<file path="src/rtl/mux16_rr_sched_pkg.sv">
// rtl/mux16_rr_sched_pkg.sv - shared constants, state codes and helpers for the 16:1 mux scheduler
package mux16_rr_sched_pkg;

    localparam int NCH  = 16;
    localparam int SELW = 4;

    localparam logic [1:0] ST_IDLE   = 2'd0;
    localparam logic [1:0] ST_ARB    = 2'd1;
    localparam logic [1:0] ST_SETTLE = 2'd2;
    localparam logic [1:0] ST_HOLD   = 2'd3;

    function automatic logic [NCH-1:0] sel_to_onehot(input logic [SELW-1:0] s);
        return NCH'(1) << s;
    endfunction

endpackage

</file>
<file path="src/rtl/mux16_rr_sched_rr_pick16.sv">
// rtl/mux16_rr_sched_rr_pick16.sv - combinational rotating-priority picker, first request above i_last wins
module rr_pick16
    import mux16_rr_sched_pkg::*;
(
    input  logic [NCH-1:0]  i_req,
    input  logic [SELW-1:0] i_last,
    output logic [SELW-1:0] o_idx,
    output logic            o_any
);

    logic [SELW-1:0] w_cand;

    // Scan from the lowest priority (last itself) up to last+1 so the
    // highest-priority hit is the final assignment.
    always_comb begin
        o_idx  = i_last;
        o_any  = 1'b0;
        w_cand = '0;
        for (int k = NCH; k >= 1; k--) begin
            w_cand = i_last + SELW'(k);
            if (i_req[w_cand]) begin
                o_idx = w_cand;
                o_any = 1'b1;
            end
        end
    end

endmodule

</file>
<file path="src/rtl/mux16_rr_sched.sv">
// rtl/mux16_rr_sched.sv - round-robin select scheduler driving the 16:1 mux tree with settle delay and valid/ready
module mux16_rr_sched
    import mux16_rr_sched_pkg::*;
#(
    parameter int SETTLE = 2
) (
    input  logic            i_clk,
    input  logic            i_rst,
    input  logic            i_en,
    input  logic [NCH-1:0]  i_req,
    input  logic            i_out_ready,
    output logic [SELW-1:0] o_sel,
    output logic [NCH-1:0]  o_grant,
    output logic            o_sel_valid,
    output logic            o_busy
);

    localparam bit         HAS_SETTLE = (SETTLE != 0);
    localparam logic [3:0] CNT_LOAD   = HAS_SETTLE ? 4'(SETTLE - 1) : 4'd0;

    logic [1:0]      r_state;
    logic [1:0]      w_next;
    logic [SELW-1:0] r_last;
    logic [3:0]      r_cnt;
    logic [SELW-1:0] w_idx;
    logic            w_any;
    logic            w_start;
    logic            w_xfer;

    rr_pick16 u_pick (
        .i_req  (i_req),
        .i_last (r_last),
        .o_idx  (w_idx),
        .o_any  (w_any)
    );

    assign w_start = i_en && (|i_req);
    assign w_xfer  = (r_state == ST_HOLD) && i_out_ready;

    always_comb begin
        w_next = r_state;
        case (r_state)
            ST_IDLE:   if (w_start) w_next = ST_ARB;
            ST_ARB: begin
                if (!w_any)          w_next = ST_IDLE;
                else if (HAS_SETTLE) w_next = ST_SETTLE;
                else                 w_next = ST_HOLD;
            end
            ST_SETTLE: if (r_cnt == 4'd0) w_next = ST_HOLD;
            ST_HOLD:   if (i_out_ready) w_next = w_start ? ST_ARB : ST_IDLE;
            default:   w_next = ST_IDLE;
        endcase
    end

    // Outputs are registered from the next state so they line up with r_state.
    always_ff @(posedge i_clk or posedge i_rst) begin
        if (i_rst) begin
            r_state     <= ST_IDLE;
            r_last      <= 4'hF;
            r_cnt       <= 4'd0;
            o_sel       <= '0;
            o_grant     <= '0;
            o_sel_valid <= 1'b0;
            o_busy      <= 1'b0;
        end else begin
            r_state     <= w_next;
            o_busy      <= (w_next != ST_IDLE);
            o_sel_valid <= (w_next == ST_HOLD);
            if (r_state == ST_ARB && w_any) begin
                o_sel   <= w_idx;
                o_grant <= sel_to_onehot(w_idx);
                r_cnt   <= CNT_LOAD;
            end else if (r_state == ST_SETTLE && r_cnt != 4'd0) begin
                r_cnt <= r_cnt - 4'd1;
            end
            if (w_xfer) r_last <= o_sel;
            if (w_next == ST_IDLE) o_grant <= '0;
        end
    end

endmodule

</file>
<file path="config.mk">
export PLATFORM = sky130hd
export DESIGN_NAME = mux16_rr_sched
export DESIGN_NICKNAME = d
export VERILOG_FILES = /design/src/rtl/mux16_rr_sched_pkg.sv /design/src/rtl/mux16_rr_sched_rr_pick16.sv /design/src/rtl/mux16_rr_sched.sv
export SDC_FILE = /design/constraint.sdc
export NUM_CORES = 1
export LEC_CHECK = 0
export BUFFER_PORTS_ARGS = -buffer_cell sky130_fd_sc_hd__buf_2
export CORE_AREA = 5 5 90 92
export CTS_CLUSTER_SIZE = 28
export DETAILED_ROUTE_END_ITERATION = 6
export DIE_AREA = 0 0 95 97
export GPL_TIMING_DRIVEN = 0
export PLACE_DENSITY_LB_ADDON = 0.1
export SYNTH_ARGS = -nofsm -noshare
export SYNTH_HDL_FRONTEND = slang
export SYNTH_HIERARCHICAL = 1
export SYNTH_SLANG_ARGS = --single-unit
</file>
<file path="constraint.sdc">
create_clock -name i_clk -period 7 [get_ports i_clk]
set_input_delay 0.7 -clock i_clk [delete_from_list [all_inputs] [get_ports i_clk]]
set_output_delay 0.7 -clock i_clk [all_outputs]
set_load 0.01 [all_outputs]
</file>
## Word level (Yosys, flattened, before mapping)

Index checks and enable logic that the tools add are counted.

- Add/subtract/negate cells: 16
- $lt $le $gt $ge: 16
- Equality and inequality tests: 4
- Shifts and indexed selects: 1
- Muxes and demuxes: 73
- Reductions and logical operators: 12

Operators with widths:

| operator | count |
|---|---|
| $lt A4 B5 Y1 const B | 16 |
| $mux W4 | 17 |
| $bmux W1 S4 | 16 |
| $mux W1 | 33 |
| $add A4 B4 Y4 const B | 8 |
| $mux W16 | 2 |
| $add A4 B3 Y4 const B | 4 |
| $reduce_or A16 Y1 | 1 |
| $shl A1 B4 Y16 const A | 1 |
| $add A4 B2 Y4 const B | 2 |
| $mux W2 | 4 |
| $pmux W2 S4 | 1 |
| $eq A2 B2 Y1 const B | 3 |
| $reduce_bool A2 Y1 | 3 |
| $add A4 B1 Y4 const B | 1 |
| $logic_and A1 B1 Y1 | 4 |
| $logic_not A2 Y1 | 2 |
| $logic_not A4 Y1 | 1 |
| $reduce_bool A4 Y1 | 1 |
| $sub A4 B1 Y4 const B | 1 |
| $eq A2 B1 Y1 const B | 1 |

- Flip-flop bits (word level): 32
- Input port bits: 20
- Output and inout bits: 22
- Logic and storage cells: 129

## Longest topological paths before layout

Gate-level depths: netlist of run 1.

- Depth after elaboration: 22
- Depth in mapped cells: 18
- Gate-level depth less buffers: 13

## By module

The synthesis of run 1 kept the hierarchy.

Modules (own cells, without submodules):

| module | times used | cells an instance | area an instance (um2) | seq. area each (um2) |
|---|---|---|---|---|
| rr_pick16 | 1 | 239 | 2119.5 | 0.0 |
| mux16_rr_sched | 1 | 130 | 1380.1 | 805.8 |

## Worst setup path after synthesis of run 1

No wires, ideal clock.

- Path kind: flip-flop to flip-flop
- Start point: register r_last[0]
- End point: register o_grant[0]
- Setup time: 0.082 ns
- Data arrival time: 3.748 ns
- Path slack: 3.170 ns
- Stages on the path, launching flop included: 15
- Path buffers: 4
- Period minus slack after synthesis: 3.830 ns
- Path through: dfstp_2 -> buf_6 -> buf_6 -> buf_6 -> inv_2 -> ha_1 -> buf_2 -> mux4_2 -> mux4_2 -> or2_0 -> nor2_1 -> nand4_1 -> o221a_1 -> or3_1 -> o22ai_1

- Elaborated cells between the ends (all ways): 86
- Classes of those cells: add/sub (15); shift (1); mux (67); reduce/logical (3)

RTL lines:

| item | RTL line | source |
|---|---|---|
| from (decl) | mux16_rr_sched.sv:23 | `logic [SELW-1:0] r_last;` |
| from (signal assigned) | mux16_rr_sched.sv:76 | `if (w_xfer) r_last <= o_sel;` |
| $add A4 B4 Y4 | mux16_rr_sched_rr_pick16.sv:20 | `w_cand = i_last + SELW'(k);` |
| $bmux W1 S4 | mux16_rr_sched_rr_pick16.sv:21 | `if (i_req[w_cand]) begin` |
| $mux W1 (not written as such) | mux16_rr_sched_rr_pick16.sv:21 |  |
| $mux W4 (14 in a row) | mux16_rr_sched_rr_pick16.sv:21 |  |
| $mux W4 * | mux16_rr_sched_rr_pick16.sv:21 |  |
| via w_idx[2] | mux16_rr_sched.sv:25 | `logic [SELW-1:0] w_idx;` |
| $shl A1 B4 Y16 * | mux16_rr_sched_pkg.sv:13 | `return NCH'(1) << s;` |
| $mux W16 * | mux16_rr_sched.sv:69 | `if (r_state == ST_ARB && w_any) begin` |
| $mux W16 * | mux16_rr_sched.sv:77 | `if (w_next == ST_IDLE) o_grant <= '0;` |
| to (signal assigned) | mux16_rr_sched.sv:71 | `o_grant <= sel_to_onehot(w_idx);` |
| to (decl) | mux16_rr_sched.sv:13 | `output logic [NCH-1:0] o_grant,` |

Mark *: on every way through the listed nets, which the timed path passes. The rest lies on a longest branch. The select of a mux whose other input is x is not followed.
A chain may end at the register's enable or synchronous reset.

## Worst setup path after layout of run 1

- Start point: register r_last[1]
- End point: register o_grant[8]

Same word-level chain as after synthesis.

==> flow_summary.yaml, run 1 <==
drt:
  drtIter0Drc: 288
  antenna_left: 0
  dr.pass1.iters: 5
  route.detailed.drc: 0
  vias_per_cell: 6.456
  drt-total-wl_um: 10170
  wire_per_inst_um: 19.64
  via_count: 3344
synthesis:
  synth_edf_count: 0
  netlist_area_um2: 3500
  seq_area_frac_synth_pct: 23.02
  yosysUniqueCellTypes: 69
  yosys_warnings: 6
  syn-mean-instance-area_um2: 9.484
  ys_ff_latch: 32
  netlist_instances: 369
  async_flop_share_pct: 100.0
  ys.flop_type: "dfrtp_1"
  syn_nets: 397
die:
  die_y_um: 97
  rows: 31
  start_util_pct: 49.04
  die-area_um2: 9215
  core_area_um2: 7137
  die_w_um: 95
  ios: 42
place:
  io_buffers: 41
  dp.cells: 509
  place.detailed.hpwl_um: 7759
  finalWeightedCongestion: 0.9470
critical_path:
  slowest_stage: "mux2i_1"
  worst_ep_required_time_ns: 7.20
  arrival_ns: 4.97
  critical_path_class: "register to register"
  cp_max_fo: 10
  max_stage_delay_ns: 0.64
  worstPathCellList: "buf_2 -> inv_1 -> ha_1 -> buf_2 -> mux4_2 -> mux2i_1 -> mux2i_1 -> a211oi_1 -> o31ai_1 -> mux2i_1 -> o2111ai_1 -> or2_2 -> o22ai_1"
  cp-start-kind: "register"
  cp_common_cell: "mux2i_1"
  ff2ff_setup_slack_ns: 2.22
  end_kind: "register"
sta:
  clock.fmax_mhz: 209.4
  slew_headroom_pct: 45.14
  min_period_ns: 4.776
  slew_viol_final: 0
  fin_worst_skew_ns: 0.005368
  finalHoldViolCount: 0
  setup_viol: 0
  worst_pin_slew_ns: 0.8000
  finalCritPeriodShare_pct: 68.22
  fin_setup_tns_ns: 0
  rsz0062_at_grt: "no"
grt:
  grt_max_degree: 33
  grt_pass1_vias: 3273
  grtUsageTotal_pct: 22.91
  grt-ovfl-total: 0
  grt_antenna_before_repair: 0
  grt_pass1_wl_um: 16820
flow_run:
  max_cap_viol_count: 0
cells_and_area:
  final_cell_mix: "nand2_1, buf_2, mux2i_1"
  syn_to_final_growth_pct: 13.37
  layout_commonest_cell: "nand2_1"
  num-nets-final: 446
  layout-drive-gt1-share_pct: 26.25
  n_antenna_cell: 0
  nFillCells: 706
  stdcell_count: 518
clock_tree:
  ctsHoldBuffers: 0
  root_buffer: "clkbuf_8"
  post_cts_resize_count: 0
  cts_tree: "built"
  htreeDepth: 2
  cts_buffers: 5
  post_cts_buffers: 0
  path_clk_slew_ns: 0.07
  clkSinkCount: 32
  clk_latency_ns: 0.29
  cts_max_path_buffers: 2
outcome:
  status: "finished clean"
hold_path:
  hp-class: "input pin to asynchronous set/reset pin"
==> path summary, 6_finish.rpt <==
path,from,to,cells after the start
max,r_last[1],o_grant[8],13
min,i_rst,r_state[1],2
max reg2reg,r_last[1],o_grant[8],13
min reg2reg,r_cnt[3],r_cnt[3],1
max in group asynchronous,i_rst,r_last[2],3
min in group i_clk,r_cnt[3],r_cnt[3],1
==> kinds of logic (layout without fill, tap and decap cells) <==
kind of cell	count (synthesis)	count (layout)	share of synthesized area, %
and+or+nand+nor	134	134	19.31
AOI/OAI and AO/OA	81	81	16.52
muxes	72	72	30.78
DFF	32	32	23.02
buffers and inverters	30	80	4.290
xor gates and xnor gates	12	12	3.218
adders and majority gates	8	8	2.860
==> worst max-delay path: cells and delay by family (launching register included) <==
family                   cells  cell delay, ns
flip-flops                   1            0.62
AND/OR/NAND/NOR              1            0.45
multiplexers                 4            1.27
adder cells (fa/ha/maj)      1            0.47
buffers and inverters        3            0.86
AO/OA/AOI/OAI                4            1.00
==> routing by layer <==
metal / vias to the layer above / wire length, um / GRT usage [%]
met3: 32 / 838 / 3.336
met5: - / 0 / 0
met4: 0 / 385 / 9.545
li1: 1519 / - / -
met1: 1591 / 4030 / 30.45
met2: 202 / 4918 / 36.88
==> cells in the mapped netlist (2+ instances only) <==
cell | instances | area share (%)
a211oi_1 | 4 | 0.86
a21o_1 | 2 | 0.43
a21oi_1 | 19 | 2.7
a221oi_1 | 3 | 0.75
a22oi_1 | 4 | 0.86
and2_1 | 6 | 1.1
buf_2 | 6 | 0.86
buf_6 | 4 | 1.3
clkbuf_1 | 5 | 0.54
dfrtp_1 | 28 | 20
dfstp_2 | 4 | 3.0
ha_1 | 8 | 2.9
inv_1 | 11 | 1.2
inv_2 | 3 | 0.32
mux2_1 | 5 | 1.6
mux2_2 | 4 | 1.3
mux2i_1 | 34 | 9.7
mux2i_2 | 2 | 0.79
mux4_2 | 27 | 17
nand2_1 | 53 | 5.7
nand2b_1 | 8 | 1.4
nand3_1 | 4 | 0.57
nand3b_1 | 2 | 0.43
nand4_1 | 3 | 0.54
nor2_1 | 17 | 1.8
nor2b_1 | 6 | 1.1
nor3_1 | 11 | 1.6
nor3b_1 | 3 | 0.64
nor4_1 | 7 | 1.3
o211ai_1 | 2 | 0.43
o21ai_0 | 3 | 0.43
o21ai_1 | 2 | 0.29
o221a_2 | 2 | 0.64
o221ai_1 | 3 | 0.75
o22ai_1 | 18 | 3.2
o31ai_1 | 3 | 0.64
or3_1 | 2 | 0.36
xnor2_1 | 8 | 2.0
xor2_1 | 3 | 0.75
==> registers in the layout, indices dropped and copies added, names as in the netlist <==
| signal | count |
|---|---|
| o_grant | 16 |
| o_sel | 4 |
| r_cnt | 4 |
| r_last | 4 |
| r_state | 2 |
| o_busy | 1 |
| o_sel_valid | 1 |
==> metrics by stage <==
stage	instance area [um^2]	hold WS, ns	utilization (%)	worst slack [ns]
2_1_floorplan	3500	0.4457	-	3.170
3_3_place_gp	3829	0.4672	53.65	2.327
3_5_place_dp	3829	0.4687	53.65	2.297
4_1_cts	3940	0.4776	55.21	2.275
5_1_grt	3968	0.4036	55.59	1.931
6_report	3968	0.3915	55.59	2.224
==> layout make-up <==
class | count | area [um^2] | share of cell area (%)
tap | 99 | 123.9 | 3.122
multi-input combinational | 307 | 2544 | 64.11
clock inverter | 3 | 42.54 | 1.072
clock buffer | 5 | 68.82 | 1.734
sequential | 32 | 805.8 | 20.31
timing repair buffer | 42 | 232.7 | 5.866
buffer | 16 | 97.59 | 2.460
inverter | 14 | 52.55 | 1.325
Power of run 1 is left out: the tool's default activity adds up to more than one toggle a clock period on the data nets, which glitch-free logic cannot reach.
==> inputs of run 2 (changes only) <==
Settings changed: ABC_AREA from default to 1, CORE_AREA 5 5 90 92 to 5 5 86 88, DIE_AREA 0 0 95 97 to 0 0 91 93.
Clock period 7 ns to 4.5 ns, I/O delays scaled along.
==> flow_summary.yaml, run 2 <==
critical_path:
  max_stage_delay_ns: 0.63
  reg2reg_depth: 27
  cp-endpoint: "o_grant[7]"
  arrival_ns: 4.23
  ff2ff_setup_slack_ns: 0.49
  path_delay_family: "simple AND/OR/NAND/NOR gates"
  slowest_stage: "dfstp_2"
  cp_num_cells: 27
  startpoint: "r_last[1]"
  cp-start-kind: "register"
  cp_common_cell: "nand2_1"
  path_buf_inv: 6
  timing.rr.end: "o_grant[7]"
  end_kind: "register"
  worst_ep_required_time_ns: 4.72
  cp_max_fo: 13
  critical_path_class: "register to register"
  regToRegStartpoint: "r_last[1]"
drt:
  vias_per_cell: 5.262
  wl_met2_um: 4160
  met1_length_um: 3745
  via_count: 3394
  routed.top_layer: "met4"
  drtIter0Drc: 189
  wire_per_inst_um: 13.61
  dr.pass1.iters: 5
  route.met3.wl_um: 517
  drt-total-wl_um: 8778
  route.detailed.drc: 0
  antenna_left: 0
synthesis:
  syn_nets: 544
  synth_top_area_share_pct: 24.54
  async_flop_share_pct: 100.0
  synth_common_cells: "nand2_1, nand3_1, inv_1"
  synthMuxAreaShare_pct: 1.072
  syn-mean-instance-area_um2: 6.106
  seq_area_frac_synth_pct: 25.58
  synthAdderAreaFrac_pct: 3.177
  synth_compound_area_share_pct: 11.52
  synth_most_common_cell: "nand2_1"
  synth_edf_count: 0
  synth-simple-area-share_pct: 44.44
  netlist_area_um2: 3151
  synth_top_family_by_area: "simple AND/OR/NAND/NOR gates"
  netlist_instances: 516
  yosys_warnings: 6
  synth_xor_xnor_area_share_pct: 3.018
  yosysUniqueCellTypes: 35
  ys.flop_type: "dfrtp_1"
  ys_ff_latch: 32
  yosysTopAreaCell: "nand2_1"
  ys_top_cells_by_area: "nand2_1, dfrtp_1, nand3_1"
clock_tree:
  ctsHoldBuffers: 0
  root_buffer: "clkbuf_8"
  post_cts_buffers: 0
  htreeDepth: 2
  path_clk_slew_ns: 0.06
  post_cts_resize_count: 0
  clk_latency_ns: 0.28
  cts_max_path_buffers: 2
  cts_tree: "built"
  clkSinkCount: 32
  cts_buffers: 5
cells_and_area:
  layout-drive-gt1-share_pct: 18.23
  layout_commonest_cell: "nand2_1"
  final_cell_mix: "nand2_1, nand3_1, inv_1"
  nFillCells: 688
  largest_reg_flops: 16
  num-nets-final: 592
  n_antenna_cell: 0
  postLayoutCoreUtil_pct: 54.53
  largest-register: "o_grant"
  syn_to_final_growth_pct: 13.70
sta:
  setup_viol: 0
  worst_pin_slew_ns: 1.200
  fin_setup_tns_ns: 0
  rsz0062_at_grt: "no"
  min_period_ns: 4.005
  clock.fmax_mhz: 249.7
  hold_ws_ns: 0.4553
  slew_viol_final: 0
  finalHoldViolCount: 0
  fin_worst_skew_ns: 0.007533
  finalCritPeriodShare_pct: 89.01
  slew_headroom_pct: 19.91
place:
  io_buffers: 41
  place.detailed.hpwl_um: 6966
  finalWeightedCongestion: 0.9466
die:
  die_y_um: 93
  start_util_pct: 47.96
  ios: 42
  rows: 30
  die_w_um: 91
  die-area_um2: 8463
  core_area_um2: 6569
flow_run:
  max_cap_viol_count: 0
hold_path:
  hp-class: "register to register"
grt:
  grt_max_degree: 33
  grt_pass1_vias: 3284
  grtUsageTotal_pct: 21.23
  grt_pass1_wl_um: 14880
  grt_antenna_before_repair: 0
  grt-ovfl-total: 0
outcome:
  status: "finished clean"
[run 2: cells by family (layout without fill, tap and decap cells)]
| group | after synthesis | count (layout) |
|---|---|---|
| compound gates | 63 | 63 |
| xor+xnor | 7 | 7 |
| fa+ha+maj | 8 | 8 |
| buf+inv | 80 | 129 |
| flops | 32 | 32 |
| mux | 3 | 3 |
| simple gates | 323 | 323 |
[run 2: worst min path at each step]
stage,startpoint,endpoint,slack (ns),cells after the start
finish,r_cnt[3],r_cnt[3],0.46,1
global placement,r_cnt[3],r_cnt[3],0.45,1
detailed placement,r_cnt[3],r_cnt[3],0.45,1
floorplan,r_cnt[3],r_cnt[3],0.43,1
global route,r_cnt[3],r_cnt[3],0.49,1
CTS,r_cnt[3],r_cnt[3],0.46,1
[run 2: layout make-up]
type | count | area [um^2] | share of cell area (%)
buffer | 12 | 95.09 | 2.655
clock buffer | 7 | 96.34 | 2.689
clock inverter | 1 | 30.03 | 0.8383
inverter | 68 | 257.7 | 7.195
multi-input combinational | 404 | 1992 | 55.61
sequential | 32 | 805.8 | 22.49
tap | 80 | 100.1 | 2.794
timing repair buffer | 41 | 205.2 | 5.728
[run 2: through the flow]
step / cells / setup slack [ns] / cell area (um^2)
floorplan: 516 / 1.242 / 3151
global placement: 637 / 0.5728 / 3456
detailed placement: 637 / 0.5943 / 3456
CTS: 645 / 0.5655 / 3582
global route: 645 / 0.08645 / 3582
finish: 645 / 0.4945 / 3582
[run 2: metal layers]
metal | vias up | GRT usage [%]
li1 | 1742 | -
met2 | 96 | 36.54
met5 | - | 0
met1 | 1528 | 25.70
met3 | 28 | 3.298
met4 | 0 | 10.51
Power of run 2 is left out for the same reason.
